==> config.mk <==
export PLATFORM = sky130hd
export DESIGN_NAME = mod_updown_counter_flat
export DESIGN_NICKNAME = d
export VERILOG_FILES = /design/src/rtl/mod_updown_counter_if.sv /design/src/rtl/mod_updown_counter.sv /design/src/flat_wrapper.sv
export SDC_FILE = /design/constraint.sdc
export NUM_CORES = 1
export LEC_CHECK = 0
export ABC_AREA = 1
export BUFFER_PORTS_ARGS = -buffer_cell sky130_fd_sc_hd__buf_2
export CAP_MARGIN = 5
export CELL_PAD_IN_SITES_DETAIL_PLACEMENT = 0
export CELL_PAD_IN_SITES_GLOBAL_PLACEMENT = 2
export CORE_ASPECT_RATIO = 0.8
export CORE_MARGIN = 2
export CORE_UTILIZATION = 25
export CTS_CLUSTER_DIAMETER = 40
export DETAILED_ROUTE_END_ITERATION = 7
export PLACE_DENSITY = 0.7
export RECOVER_POWER = 25
export SYNTH_ARGS = -nofsm -noshare
export SYNTH_HDL_FRONTEND = slang
export SYNTH_SLANG_ARGS = --single-unit
==> constraint.sdc <==
create_clock -name clk -period 2.2 [get_ports clk]
set_input_delay 0.44 -clock clk [delete_from_list [all_inputs] [get_ports clk]]
set_output_delay 0.44 -clock clk [all_outputs]
set_load 0.03 [all_outputs]
==> src/rtl/mod_updown_counter_if.sv <==
// Control and status bundle for one modulo up/down counter.
// The master side drives the count controls. The slave side (the counter) returns
// the binary and BCD counts and the single-cycle event pulses.
interface mod_updown_counter_if #(
    parameter int WIDTH = 8
);
    logic             en;
    logic             up;
    logic             down;
    logic             load;
    logic [WIDTH-1:0] load_val;
    logic [WIDTH-1:0] cnt;
    logic [7:0]       cnt_bcd;
    logic             carry;
    logic             borrow;
    logic             conflict;
    logic             load_err;

    modport master (
        output en, up, down, load, load_val,
        input  cnt, cnt_bcd, carry, borrow, conflict, load_err
    );

    modport slave (
        input  en, up, down, load, load_val,
        output cnt, cnt_bcd, carry, borrow, conflict, load_err
    );
endinterface

==> src/rtl/mod_updown_counter.sv <==
// Parametrised modulo [MIN, MAX] up/down counter used in the time-setting datapath.
// Carry and borrow pulse on a wrap so that instances can be cascaded.
// A load is range-checked. Asking to count up and down together raises conflict.
// cnt_bcd is a registered copy of the count in two BCD digits and lags cnt by one cycle.
module mod_updown_counter #(
    parameter int WIDTH = 8,
    parameter int MIN   = 0,
    parameter int MAX   = 23
) (
    input  logic                  clk,
    input  logic                  rst,
    mod_updown_counter_if.slave   bus
);
    localparam logic [WIDTH-1:0] MIN_V   = WIDTH'(MIN);
    localparam logic [WIDTH-1:0] MAX_V   = WIDTH'(MAX);
    localparam logic [7:0]       MIN_BCD = 8'((((MIN / 10) % 10) << 4) | (MIN % 10));

    logic [WIDTH-1:0] r_cnt;
    logic [WIDTH-1:0] r_cnt_next;
    logic [7:0]       r_cnt_bcd;
    logic             r_carry,    r_carry_next;
    logic             r_borrow,   r_borrow_next;
    logic             r_conflict, r_conflict_next;
    logic             r_load_err, r_load_err_next;

    logic             w_cnt_below, w_cnt_above;
    logic             w_lv_below,  w_lv_above;
    logic             w_cnt_in_range;
    logic             w_load_ok;

    // A bound at the edge of the WIDTH-bit range can never be exceeded.
    // Those compares are left out so that no constant-result comparison is built.
    generate
        if (MIN == 0) begin : g_no_low
            assign w_cnt_below = 1'b0;
            assign w_lv_below  = 1'b0;
        end else begin : g_low
            assign w_cnt_below = (r_cnt < MIN_V);
            assign w_lv_below  = (bus.load_val < MIN_V);
        end
        if (MAX >= (2 ** WIDTH) - 1) begin : g_no_high
            assign w_cnt_above = 1'b0;
            assign w_lv_above  = 1'b0;
        end else begin : g_high
            assign w_cnt_above = (r_cnt > MAX_V);
            assign w_lv_above  = (bus.load_val > MAX_V);
        end
    endgenerate

    assign w_cnt_in_range = !w_cnt_below && !w_cnt_above;
    assign w_load_ok      = !w_lv_below && !w_lv_above;

    // Binary to BCD conversion by a compare chain against 10, 20, ..., 90.
    // Counts above 99 have no meaningful BCD value.
    logic [31:0] w_cnt_ext;
    logic [8:0]  w_tens_ge;
    logic [3:0]  w_tens;
    logic [3:0]  w_ones;

    assign w_cnt_ext = 32'(r_cnt);

    genvar gi;
    generate
        for (gi = 1; gi <= 9; gi++) begin : g_tens_cmp
            assign w_tens_ge[gi-1] = (w_cnt_ext >= 32'(gi * 10));
        end
    endgenerate

    // Select the highest decade the count has reached. The ones digit is the remainder.
    always_comb begin
        w_tens = 4'd0;
        for (int i = 0; i < 9; i++) begin
            if (w_tens_ge[i]) w_tens = 4'(i + 1);
        end
        w_ones = 4'(w_cnt_ext - (32'(w_tens) * 32'd10));
    end

    // Next count and pulses. Load has priority over count, and count has priority over hold.
    always_comb begin
        r_cnt_next      = r_cnt;
        r_carry_next    = 1'b0;
        r_borrow_next   = 1'b0;
        r_conflict_next = 1'b0;
        r_load_err_next = 1'b0;
        if (bus.load) begin
            if (w_load_ok) r_cnt_next      = bus.load_val;
            else           r_load_err_next = 1'b1;
        end else if (bus.en) begin
            if (bus.up && bus.down) begin
                r_conflict_next = 1'b1;
            end else if (bus.up || bus.down) begin
                if (!w_cnt_in_range) begin
                    // An upset count is recovered to MIN without signalling a wrap.
                    r_cnt_next = MIN_V;
                end else if (bus.up) begin
                    if (r_cnt == MAX_V) begin
                        r_cnt_next   = MIN_V;
                        r_carry_next = 1'b1;
                    end else begin
                        r_cnt_next = r_cnt + 1'b1;
                    end
                end else begin
                    if (r_cnt == MIN_V) begin
                        r_cnt_next    = MAX_V;
                        r_borrow_next = 1'b1;
                    end else begin
                        r_cnt_next = r_cnt - 1'b1;
                    end
                end
            end
        end
    end

    // Register the count, BCD and pulses. Reset sets cnt and cnt_bcd together.
    always_ff @(posedge clk) begin
        if (rst) begin
            r_cnt      <= MIN_V;
            r_cnt_bcd  <= MIN_BCD;
            r_carry    <= 1'b0;
            r_borrow   <= 1'b0;
            r_conflict <= 1'b0;
            r_load_err <= 1'b0;
        end else begin
            r_cnt      <= r_cnt_next;
            r_cnt_bcd  <= {w_tens, w_ones};
            r_carry    <= r_carry_next;
            r_borrow   <= r_borrow_next;
            r_conflict <= r_conflict_next;
            r_load_err <= r_load_err_next;
        end
    end

    assign bus.cnt      = r_cnt;
    assign bus.cnt_bcd  = r_cnt_bcd;
    assign bus.carry    = r_carry;
    assign bus.borrow   = r_borrow;
    assign bus.conflict = r_conflict;
    assign bus.load_err = r_load_err;
endmodule

==> src/flat_wrapper.sv <==
// flat-port wrapper written by rule: the top's interface ports become plain ports
module mod_updown_counter_flat 
#(
    parameter int WIDTH = 8,
    parameter int MIN   = 0,
    parameter int MAX   = 23
)
  (clk, rst, bus_en, bus_up, bus_down, bus_load, bus_load_val, bus_cnt, bus_cnt_bcd, bus_carry, bus_borrow, bus_conflict, bus_load_err);
  mod_updown_counter_if #(.WIDTH(WIDTH)) bus_i ();
  input  logic clk;
  input  logic rst;
  input wire logic [$bits(bus_i.en)-1:0] bus_en;
  input wire logic [$bits(bus_i.up)-1:0] bus_up;
  input wire logic [$bits(bus_i.down)-1:0] bus_down;
  input wire logic [$bits(bus_i.load)-1:0] bus_load;
  input wire logic [$bits(bus_i.load_val)-1:0] bus_load_val;
  output wire logic [$bits(bus_i.cnt)-1:0] bus_cnt;
  output wire logic [$bits(bus_i.cnt_bcd)-1:0] bus_cnt_bcd;
  output wire logic [$bits(bus_i.carry)-1:0] bus_carry;
  output wire logic [$bits(bus_i.borrow)-1:0] bus_borrow;
  output wire logic [$bits(bus_i.conflict)-1:0] bus_conflict;
  output wire logic [$bits(bus_i.load_err)-1:0] bus_load_err;
  assign bus_i.en = bus_en;
  assign bus_i.up = bus_up;
  assign bus_i.down = bus_down;
  assign bus_i.load = bus_load;
  assign bus_i.load_val = bus_load_val;
  assign bus_cnt = bus_i.cnt;
  assign bus_cnt_bcd = bus_i.cnt_bcd;
  assign bus_carry = bus_i.carry;
  assign bus_borrow = bus_i.borrow;
  assign bus_conflict = bus_i.conflict;
  assign bus_load_err = bus_i.load_err;
  mod_updown_counter #(.WIDTH(WIDTH), .MIN(MIN), .MAX(MAX)) u_core (.clk(clk), .rst(rst), .bus(bus_i));
endmodule
### Word-level counts from Yosys, hierarchy flattened

Index checks and enable logic that the tools add are counted.

* multiplexer cells: 22
* equality and inequality tests: 3
* magnitude comparators: 11
* add/sub/neg operators: 3
* reduce and logical (&&, ||, !) cells: 10
* multipliers: 1
* bitwise gates (word level): 4

Operator list (count)
* 8-bit two-way mux: 9
* 4-bit two-way mux: 8
* 8-bit by 6-bit >= comparator with 1-bit output, second input constant: 3
* 8-bit by 7-bit >= comparator with 1-bit output, second input constant: 3
* 8-bit by 5-bit >= comparator with 1-bit output, second input constant: 2
* 8-bit by 5-bit > comparator with 1-bit output, second input constant: 2
* 7-bit OR reduction: 2
* 8-bit by 1-bit adder with 8-bit output, second input constant: 1
* 8-bit by 5-bit equality test with 1-bit output, second input constant: 1
* 8-bit by 4-bit >= comparator with 1-bit output, second input constant: 1
* 8-bit zero test: 1
* 8-bit by 1-bit subtractor with 8-bit output, second input constant: 1
* 1-bit two-way mux: 5
* 4-bit by 3-bit multiplier with 3-bit output, second input constant: 1
* 2-bit inequality test, second input constant: 2
* 1-bit NOT: 4
* 4-bit AND reduction: 1
* 2-bit nonzero test: 2
* 4-bit subtractor: 1
* 3-bit OR reduction: 1
* 2-bit OR reduction: 1
* 1-bit logical AND: 1
* 1-bit logical OR: 1

* bits in registers: 20
* word-level logic and storage cells: 60

### Depth between registers and ports, before layout

* word-level depth: 12
* depth in mapped cells: 20
* gate-level depth less buffers: 20

### Worst setup path before layout

No wires, ideal clock.

* path kind: register to register
* start point: register u_core.r_cnt[3], in the netlist u_core.bus.cnt[3]
* end point: register u_core.r_cnt_bcd[3], in the netlist u_core.bus.cnt_bcd[3]
* arrival: 2.449 ns
* period minus slack after synthesis: 2.563 ns
* library setup time: 0.114 ns
* cell stages (with the launch flop): 20
* slack: -0.363 ns
* cell sequence: dfxtp_1 > buf_4 > nor2_2 > nor2_2 > nand2_1 > nand2_1 > nand2_1 > nand2_1 > nand2_1 > nand2_1 > nand2_1 > nand2_2 > nand2_2 > ha_1 > fa_1 > xor2_1 > xor2_2 > inv_2 > nor2_1 > nor2_2

* cells in the longest elaborated chain, start to end: 12

RTL lines
* start, declared: RTL line mod_updown_counter.sv:18 `logic [WIDTH-1:0] r_cnt;`
* start signal, assigned: RTL line mod_updown_counter.sv:124 `r_cnt <= r_cnt_next;`
* 8-bit by 4-bit >= comparator with 1-bit output: RTL line mod_updown_counter.sv:65 `assign w_tens_ge[gi-1] = (w_cnt_ext >= 32'(gi * 10));`
* 1-bit two-way mux: RTL line mod_updown_counter.sv:73 `if (w_tens_ge[i]) w_tens = 4'(i + 1);`
* 4-bit two-way mux (7 in a row): RTL line mod_updown_counter.sv:73
* 4-bit two-way mux (*): RTL line mod_updown_counter.sv:73
* via u_core.w_tens[0]: RTL line mod_updown_counter.sv:57 `logic [3:0] w_tens;`
* 4-bit by 3-bit multiplier with 3-bit output (*): RTL line mod_updown_counter.sv:75 `w_ones = 4'(w_cnt_ext - (32'(w_tens) * 32'd10));`
* 4-bit subtractor (*): RTL line mod_updown_counter.sv:75
* end signal, assigned: RTL line mod_updown_counter.sv:125 `r_cnt_bcd <= {w_tens, w_ones};`
* end, declared: RTL line mod_updown_counter.sv:20 `logic [7:0] r_cnt_bcd;`

The timed path passes the listed nets; every way through them passes the cells marked *.
A chain may end at the register's enable or synchronous reset.

### Worst setup path in the final report

* start point: register u_core.r_cnt[2], in the netlist u_core.bus.cnt[2]
* end point: register u_core.r_cnt_bcd[3], in the netlist u_core.bus.cnt_bcd[3]

The elaborated chain is that of the path after synthesis.

==> results.yml <==
worst_setup_path:
  critPathTopFamily: "simple AND/OR/NAND/NOR gates"
  cp_slowest_cell: "dfxtp_2"
  slowest_delay_ns: 0.37
  path_class: "reg -> reg"
  cp_common_cell: "nand2_1"
  path_max_fanout: 6
  reg2reg_from: "u_core.bus.cnt[2]"
  crit_buf_inv: 2
  reg2regPathDepth: 20
  worst_r2r_endpoint: "u_core.bus.cnt_bcd[3]"
  crit_end: "u_core.bus.cnt_bcd[3]"
  worstPathArrival_ns: 2.47
  critPathLaunch: "u_core.bus.cnt[2]"
  r2r_slack_ns: -0.10
  crit_required_ns: 2.36
  crit_cells: 20
  start_kind: "flip-flop"
  path_cells: "inv_2 > nand2_1 > nand2_1 > nand2_1 > nand2_1 > nand2_1 > nand2_1 > nand2_1 > nand2_1 > nand2_1 > nand2_2 > nand2_4 > ha_4 > fa_2 > xor2_2 > xor2_2 > inv_2 > nand2_1 > nand2_1 > nor2_2"
  critPathCaptureType: "flip-flop"
synthesis:
  ys_seq_area_share_pct: 30.6
  syn_area_mm2: 0.00131
  synth.avg_cell_area_um2: 6.99
  ys.flop_type: "dfxtp_1"
  synth_edf_count: 0
  synth_top_cells_by_count: "33 x nand2_1, 23 x nor2_1, 20 x dfxtp_1, 15 x a21oi_1"
  ys_ff_latch: 20
  synthArstFlopShare_pct: 0
  ys_warn_count: 0
  syn-num-nets: 207
  synth.most_common_cell: "nand2_1"
  synth_cell_types: 36
  netlist_instances: 187
  yosysTopAreaCellShare_pct: 30.6
  yosys-top-cells-area: "dfxtp_1 31%, nand2_1 9.5%, nor2_1 6.6%"
  yosysTopAreaCell: "dfxtp_1"
power:
  p_comb_share_pct: 48.1
  internal_power_w: 0.000854
  p_leak_nw: 0.994
  peakVddDrop_mv: 0.215
  p_sw_w: 0.000546
  powerDensity_mw_per_mm2: 712
  finalPower_w: 0.00140
  swShare_pct: 39.0
  pwr-share-seq_pct: 31.2
  p_clk_share_pct: 20.7
sta:
  relSlewSlack_pct: 74.5
  tightest_slew_ns: 0.380
  layout_worst_path_cycle_share_pct: 105
  hold-worst-slack_ns: 0.420
  fin_ws_ns: -0.105
  hold_viol: 0
  setup_viol: 1
  fmax_mhz: 434
  rsz0062_at_grt: "yes"
  finalMaxSlewViolations: 0
  fin_crit_ns: 2.30
  finClkSkew_ns: 0.00479
place:
  placed_area_mm2: 0.00181
  io_buffers: 33
  hpwlAfterDp_um: 3450
  globalplace.congestion: 0.860
drt:
  via_count: 1478
  viasPerCell: 4.59
  postRouteAntennaNets: 0
  drc: 0
  drt_iter0_drc: 89
  first_pass_iters: 4
  wl_per_cell_um: 13.2
  routed_wl_um: 4270
final_layout:
  fin_area_mm2: 0.00197
  fin_util_pct: 39.0
  drive_gt1_share_pct: 45.4
  syn_to_final_growth_pct: 50.3
  nets: 281
  antennaDiodeCount: 0
cts:
  cts_tree: "built"
  clk_latency_ns: 0.26
  cts_sinks: 20
  clkTransAtPathRegs_ns: 0.08
  h-tree-depth: 1
  cts_buffer_depth: 2
  cts_buffers: 3
  root_buffer: "clkbuf_8"
global_route:
  grt_max_degree: 12
  grtUsageTotal_pct: 15.4
  grt_pass1_vias: 1365
  gr-total-overflow: 0
  antenna_found_initial: 0
  grt_pass1_wl_um: 6920
die:
  start_util_pct: 26.0
  die_w_um: 84.9
  design.die.area_mm2: 0.00583
  io_pins: 34
  die_height_um: 68.7
  placementRows: 23
  core_area_mm2: 0.00504
run_status:
  failed_checks: "setup timing"
  status: "complete, but fails checks"
worst_hold_path:
  hp-class: "in -> reg"
job:
  max_cap_violations: 0
[cell usage in the layout, fill, tap and decap left out, types with 5 or more instances in the layout]
| master | n |
|---|---|
| nand2_4 | 5 |
| nor2_1 | 21 |
| inv_1 | 11 |
| o21ai_0 | 13 |
| nand2_1 | 32 |
| buf_2 | 32 |
| nand3_1 | 6 |
| buf_4 | 40 |
| a21oi_1 | 14 |
| dfxtp_4 | 5 |
| inv_2 | 10 |
| dfxtp_1 | 13 |
[cell families after synthesis]
| logic type | count (synthesis) | synth area share (%) |
|---|---|---|
| adder cells (fa/ha/maj) | 6 | 6.32 |
| flip-flops | 20 | 30.6 |
| AO/OA/AOI/OAI | 42 | 18.9 |
| buffers and inverters | 29 | 9.00 |
| AND/OR/NAND/NOR | 83 | 30.0 |
| XOR/XNOR | 7 | 5.26 |
[stage by stage]
step	TNS, ns	cells	setup WS (ns)
3_3_place_gp	-0.238	311	-0.238
6_report	-0.105	322	-0.105
2_1_floorplan	-0.118	187	-0.118
5_1_grt	-0.239	322	-0.239
3_5_place_dp	-0.226	311	-0.226
4_1_cts	-0.111	320	-0.111
[worst min path at each step]
stage / start / to / depth (start not counted)
finish: bus_down / u_core.bus.borrow / 3
global route: bus_down / u_core.bus.borrow / 3
CTS: bus_down / u_core.bus.borrow / 3
detailed placement: u_core.bus.cnt[0] / u_core.bus.cnt_bcd[0] / 3
global placement: u_core.bus.cnt[0] / u_core.bus.cnt_bcd[0] / 3
floorplan: bus_down / u_core.bus.borrow / 2
[power groups by stage]
stage	clock network [W]	registers, W	logic [W]
2_1_floorplan	0	0.000525	0.000302
3_3_place_gp	0	0.000441	0.000617
3_5_place_dp	0	0.000442	0.000609
4_1_cts	0.000301	0.000435	0.000658
5_1_grt	0.000322	0.000443	0.000743
6_report	0.000290	0.000437	0.000674
[area by class of cell]
type | count | area, µm²
Tap cell | 62 | 77.6
Sequential cell | 20 | 422
Timing Repair Buffer | 74 | 468
Inverter | 24 | 100
Multi-Input combinational cell | 138 | 843
Clock buffer | 4 | 55.1
Fill cell | 530 | 3070
[sequential cells by signal, summed over array words and instances, names as in the netlist]
| register | flops |
|---|---|
| u_core.bus.cnt | 8 |
| u_core.bus.cnt_bcd | 8 |
| u_core.bus.carry | 1 |
| u_core.bus.load_err | 1 |
| u_core.bus.borrow | 1 |
| u_core.bus.conflict | 1 |
[routing by layer]
layer,wire length [µm],track usage [%],part of all wire (%)
met5,0,0,0
met4,35,5.36,0.82
met3,232,1.55,5.4
met2,1740,22.3,41
met1,2260,23.6,53
[tightest hold or removal path, cell delays in order]
cell and delay (ns):
buf_2 0.11, nand2_1 0.06, nor2_1 0.03
[what timing repair did]
item	4_1_cts	5_1_grt
pin swaps	6	10
resized for setup	12	4
buffers inserted	5	2
endpoints found under the setup margin	1	1
hold buffers	0	0
(Power assumes the default switching activity.)
